[config.mk]
export PLATFORM = sky130hd
export DESIGN_NAME = mem_wb_stage
export DESIGN_NICKNAME = d
export VERILOG_FILES = /design/src/rtl/mem_wb_stage.sv
export SDC_FILE = /design/constraint.sdc
export NUM_CORES = 2
export LEC_CHECK = 0
export CORE_ASPECT_RATIO = 1.25
export CORE_MARGIN = 8
export CORE_UTILIZATION = 42
export DETAILED_ROUTE_END_ITERATION = 12
export SLEW_MARGIN = 20
export SYNTH_ARGS = -nofsm -noshare
export SYNTH_HDL_FRONTEND = slang
export SYNTH_SLANG_ARGS = --single-unit
[constraint.sdc]
create_clock -name clk -period 2.66 [get_ports clk]
set_input_delay 0.532 -clock clk [delete_from_list [all_inputs] [get_ports clk]]
set_output_delay 0.532 -clock clk [all_outputs]
set_load 0.05 [all_outputs]
[src/rtl/mem_wb_stage.sv]
// MEM stage + MEM/WB register for the 8-bit TISC core: owns the 256x8 data
// memory, performs stores, resolves loads and registers the write-back slot.
module mem_wb_stage #(
  parameter int DEPTH = 256
) (
  input  logic       clk,
  input  logic       rst_n,
  input  logic       en,
  input  logic       flush,
  input  logic [3:0] ireg_write_addr,
  input  logic       ireg_write_en,
  input  logic       imem_to_reg,
  input  logic [7:0] ialu_out,
  input  logic       imem_write_en,
  input  logic [7:0] idata_write_addr,
  input  logic [7:0] idata_write_data,
  input  logic [7:0] idata_read_addr,
  input  logic [7:0] inextPC,
  output logic [3:0] oreg_write_addr,
  output logic       oreg_write_en,
  output logic [7:0] owb_data,
  output logic [7:0] onextPC,
  output logic       ovalid
);

  logic [7:0] mem [DEPTH];
  logic       store_fire;
  logic [7:0] load_data;
  logic [7:0] wb_next;
  logic       load_regs;

  assign store_fire = en && !flush && imem_write_en;
  assign load_regs  = en || flush;

  // Write-first: a store to the address being loaded bypasses the array.
  assign load_data = (store_fire && (idata_write_addr == idata_read_addr))
                     ? idata_write_data : mem[idata_read_addr];
  assign wb_next   = imem_to_reg ? load_data : ialu_out;

  // Memory shares the reset-qualified block so no store lands while in reset;
  // its contents are deliberately left out of the reset branch.
  always_ff @(posedge clk or negedge rst_n) begin
    if (!rst_n) begin
      oreg_write_addr <= '0;
      oreg_write_en   <= 1'b0;
      owb_data        <= '0;
      onextPC         <= '0;
      ovalid          <= 1'b0;
    end else begin
      if (store_fire) mem[idata_write_addr] <= idata_write_data;
      if (load_regs) begin
        oreg_write_addr <= ireg_write_addr;
        owb_data        <= wb_next;
        onextPC         <= inextPC;
      end
      if (flush) begin
        oreg_write_en <= 1'b0;
        ovalid        <= 1'b0;
      end else if (en) begin
        oreg_write_en <= ireg_write_en;
        ovalid        <= 1'b1;
      end
    end
  end

endmodule

# Yosys cells after proc, flatten, opt, wreduce, memory -nomap -nowiden
# Memories as Yosys holds them, arrays and structs flattened.
# Cells that the tools add are included.
[totals]
elab_cells = 22
register_bits = 22
mem_bits_rw = 2048
input_bits = 51
out_inout_bits = 22
memories = 1
[mem_list]
columns = ["memory", "depth", "word_bits", "read_ports", "rd_clocked_by_memory_dff", "write_ports", "line", "text"]
rows = [
  ["mem", 256, 8, 1, 0, 1, "26", "logic [7:0] mem [DEPTH];"],
]
[classes]
n_mux = 8
eq_ne = 1
n_reduce_logical = 7
[ops]
columns = ["operator", "count"]
rows = [
  ["8-bit two-way mux", 2],
  ["8-bit equality test", 1],
  ["1-bit two-way mux", 6],
  ["1-bit logical AND", 4],
  ["2-bit nonzero test", 1],
  ["1-bit zero test", 1],
  ["1-bit logical OR", 1],
]

# Logic depth before layout (Yosys ltp)
[depth]
word_depth = 6
depth_mapped = 13
mapped_depth_nobuf = 7

# Worst setup path before layout
# OpenSTA, ideal clock, no wires.
[synth_path]
path_kind = "in2reg"
from = "in idata_read_addr[0]"
to = "reg owb_data[3]"
stages = 10
n_path_buf = 5
required_ps = 2519
t_arrival_ps = 2531
slack_ps = -12
setup_time_ps = 141
path_cell_list = "buf_6 -> buf_8 -> buf_8 -> buf_8 -> buf_8 -> mux4_1 -> a221oi_1 -> o21ai_0 -> o211ai_1 -> a41oi_2"
[synth_between]
elab_chain_len = 4
word_cells_on_any_way = 5
cone_classes = "1 x eq/ne; 2 x mux; 1 x reduce/logical; 1 x memory"
[synth_lines]
columns = ["element", "line", "text"]
rows = [
  ["start, declared", "17", "input logic [7:0] idata_read_addr,"],
  ["branches (longest 2 deep; another with memory read 256 x 8 bit)", "n/a", ""],
  ["8-bit two-way mux *", "37", "? idata_write_data : mem[idata_read_addr];"],
  ["8-bit two-way mux *", "38", "assign wb_next = imem_to_reg ? load_data : ialu_out;"],
  ["end signal, assigned", "53", "owb_data <= wb_next;"],
  ["end, declared", "21", "output logic [7:0] owb_data,"],
]
# Every way passes the cells marked *.
# A chain may end at the register's enable or synchronous reset.

# Final worst setup path
[layout_path]
from = "in idata_read_addr[0]"
to = "reg owb_data[6]"
# The elaborated chain is that of the path after synthesis.

==> reports/metrics.yaml <==
floorplan:
  ios: 73
  die_area_um2: 210000
  core-area_um2: 194500
  dieWidth_um: 411.5
  die_h_um: 510.4
  initial_core_util_pct: 42.22
  rows: 181
logic_synthesis:
  netlist_top_cells_area: "edfxtp_1, mux4_2, mux4_1"
  synth_top_cell_by_area: "edfxtp_1"
  synth_top_family_by_area: "multiplexers"
  synth_fp_nets: 3948
  synth_top_area_share_pct: 74.89
  synth_seq_area_share_pct: 75.56
  synthAdderAreaFrac_pct: 0
  synth_cells: 3897
  ys_ff_latch: 2070
  ys.flop_type: "edfxtp_1"
  ys_async_sr_fraction_pct: 1.063
  synth_area_per_cell_um2: 21.07
  syn_area_um2: 82120
  yosys_warnings: 0
  synth_edf_count: 2048
  synth_cell_types: 87
  synth_mux_area_share_pct: 15.83
  synth-xor-area-share_pct: 0.08532
  synth_compound_area_share_pct: 2.931
  synth_simple_gate_area_share_pct: 3.065
hold_path:
  hold_start: "idata_write_data[0]"
  hp-class: "in -> reg"
  worstHoldPathCells: 1
  holdPathEnd: "mem[105][0]"
power:
  p_clk_share_pct: 39.4
  p_switching_uw: 14540
  p_leak_uw: 0.03270
  swShare_pct: 21.88
  pwr-share-comb_pct: 6.5
  total_power_uw: 66450
  powerDensity_nw_per_um2: 679.8
  peakVddDrop_mv: 0.7087
  intPower_uw: 51910
  power_frac_seq_pct: 54.1
sta:
  fmax_mhz: 379.5
  final-hold-violation-count: 0
  rsz0062_at_grt: "false"
  setup_violations: 0
  min_period_ns: 2.635
  worst_slew_pin_slew_ns: 1.071
  drv_slew: 0
  slew_headroom_pct: 28.58
  holdWs_ns: 0.07957
  skew_ns: 0.03020
  timing.final.crit_share_pct: 99.05
final_layout:
  fin_util_pct: 50.24
  mostFrequentLayoutCells: "edfxtp_1, buf_4, mux4_2"
  num-nets-final: 4855
  drive_gt1_share_pct: 31.28
  fill_cells: 15516
  final_common_cell: "edfxtp_1"
  multi_input_area_um2: 18060
  area_growth_pct: 19.02
  regArea_um2: 62050
  final_area_um2: 97740
critical_path:
  path_class: "in -> reg"
  rr_worst_depth: 8
  r2r_end: "owb_data[5]"
  path_max_fanout: 27
  max_stage_delay_ns: 0.58
  cp_cell_sequence: "buf_8, buf_12, buf_12, mux4_2, a221oi_2, o21ai_0, a21oi_1, buf_4, a311oi_1, a211oi_2, a21oi_1"
  critPathArrivalTime_ns: 3.35
  cp-startpoint: "idata_read_addr[0]"
  regToRegStartpoint: "mem[218][5]"
  r2r_slack_ns: 0.16
  start_kind: "primary input"
  crit_required_ns: 3.37
  critPathCaptureType: "register"
  crit_slowest_cell: "mux4_2"
route:
  drt_iter0_markers: 4597
  ant_nets: 0
  wirelength_um: 230200
  first_pass_iters: 5
  wl_per_cell_um: 30.59
  drc_errors: 0
  vias_per_cell: 5.772
  via_count: 43437
place:
  place_area_um2: 91820
  hpwlAfterDp_um: 157200
  gp_congestion: 0.8793
  io_buffers: 72
clocking:
  cts_sinks: 2070
  cts_setup_buffers: 0
  cts_buffers: 190
  cts_tree: "built"
  clk_pin_slew_ns: 0.07
  clk_latency_ns: 0.84
  cts_max_level: 4
  clockBufferDepth: 3
  cts-root-buf: "clkbuf_16"
run_status:
  outcome: "complete, no violations"
grt:
  antenna_found_initial: 8
  grt_max_degree: 158
  grt_usage_pct: 21.68
  grt_pass1_wl_um: 326600
  grt_pass1_vias: 43865
  grt_use_met2_pct: 37.32
  use_met1_pct: 27.96
  busiest_layer: "met2"
  grtUsageMet3_pct: 3.285
  grt_overflow: 0
flow_run:
  maxCapViolations: 0
[power by group through the flow]
| stage | clock [µW] | sequential (µW) | combinational, µW |
|---|---|---|---|
| after global placement | 0 | 36600 | 4310 |
| after floorplan | 0 | 36700 | 1900 |
| after detailed placement | 0 | 36600 | 4350 |
| after global routing | 27800 | 35900 | 4500 |
| final | 26200 | 35900 | 4330 |
| after CTS | 26600 | 35900 | 4360 |
[flip-flops by register name (all words and copies together), names as in the netlist]
signal           cells
owb_data             8
onextPC              8
ovalid               1
oreg_write_en        1
oreg_write_addr      4
mem               2048
[worst max-delay path by stage]
stage	cells past startpoint	slack [ns]	to
floorplan	10	0.02	owb_data[0]
global placement	10	-1.53	owb_data[7]
detailed placement	10	-1.52	owb_data[7]
CTS	11	0.02	owb_data[7]
global route	11	0.002	owb_data[7]
finish	11	0.03	owb_data[6]
[metrics by stage]
step	setup WS, ns	TNS (ns)	cells
after floorplan	0.01559	0	3897
after global placement	-1.531	-50.29	7174
after detailed placement	-1.523	-70.27	7174
after CTS	0.01786	0	7524
after global routing	0.002093	0	7525
final	0.02520	0	7525
[final cells by class]
class	count	share of cell area, %
timing repair buffer	953	8.711
tap	2562	3.280
multi-input combinational	1583	18.47
antenna	1	0.002560
clock inverter	112	0.8692
clock buffer	238	5.157
inverter	6	0.02560
sequential	2070	63.48
[Yosys cell counts, types with 5 or more instances]
| library cell | number |
|---|---|
| o221ai_1 | 43 |
| a311oi_1 | 5 |
| xnor2_1 | 6 |
| nor2b_1 | 24 |
| nand2_1 | 87 |
| o21ai_0 | 34 |
| buf_4 | 24 |
| buf_12 | 13 |
| o211ai_1 | 9 |
| o22ai_1 | 53 |
| mux4_1 | 117 |
| mux2i_1 | 187 |
| a31oi_1 | 6 |
| or3_1 | 6 |
| buf_6 | 16 |
| clkbuf_1 | 61 |
| a221oi_1 | 16 |
| mux4_2 | 347 |
| a22oi_1 | 28 |
| a21oi_1 | 51 |
| clkbuf_8 | 29 |
| or2_2 | 5 |
| dfrtp_1 | 22 |
| buf_2 | 49 |
| and2_1 | 12 |
| or4_1 | 8 |
| mux2_2 | 21 |
| a211oi_1 | 30 |
| o311ai_0 | 5 |
| buf_1 | 9 |
| buf_8 | 34 |
| nor3_1 | 12 |
| a2111oi_0 | 9 |
| edfxtp_1 | 2048 |
| nand4_1 | 5 |
| nand3_1 | 48 |
| nor2_1 | 321 |
| nand2b_1 | 10 |
[worst max-delay path: cells and delay by family]
family | cells | cell delay, ns
multiplexers | 1 | 0.58
buffers and inverters | 4 | 0.89
AO/OA/AOI/OAI | 6 | 1.27
[what timing repair did]
action                     in CTS  in global routing
pin swaps                       4                  1
setup endpoints to repair      11                  2
hold buffers                    0                  0
gates resized for setup        15                  2
[logic make-up after synthesis]
family,Yosys count
xor+xnor,8
buf+inv,244
compound gates,335
mux,672
flops,2070
simple gates,568
[per-layer routing]
layer	routed length, µm	share of wire [%]
met1	88220	38
met5	0	0
met2	116500	51
met3	15920	6.9
met4	9580	4.2
No activity file was read; power rests on OpenSTA's default activity.
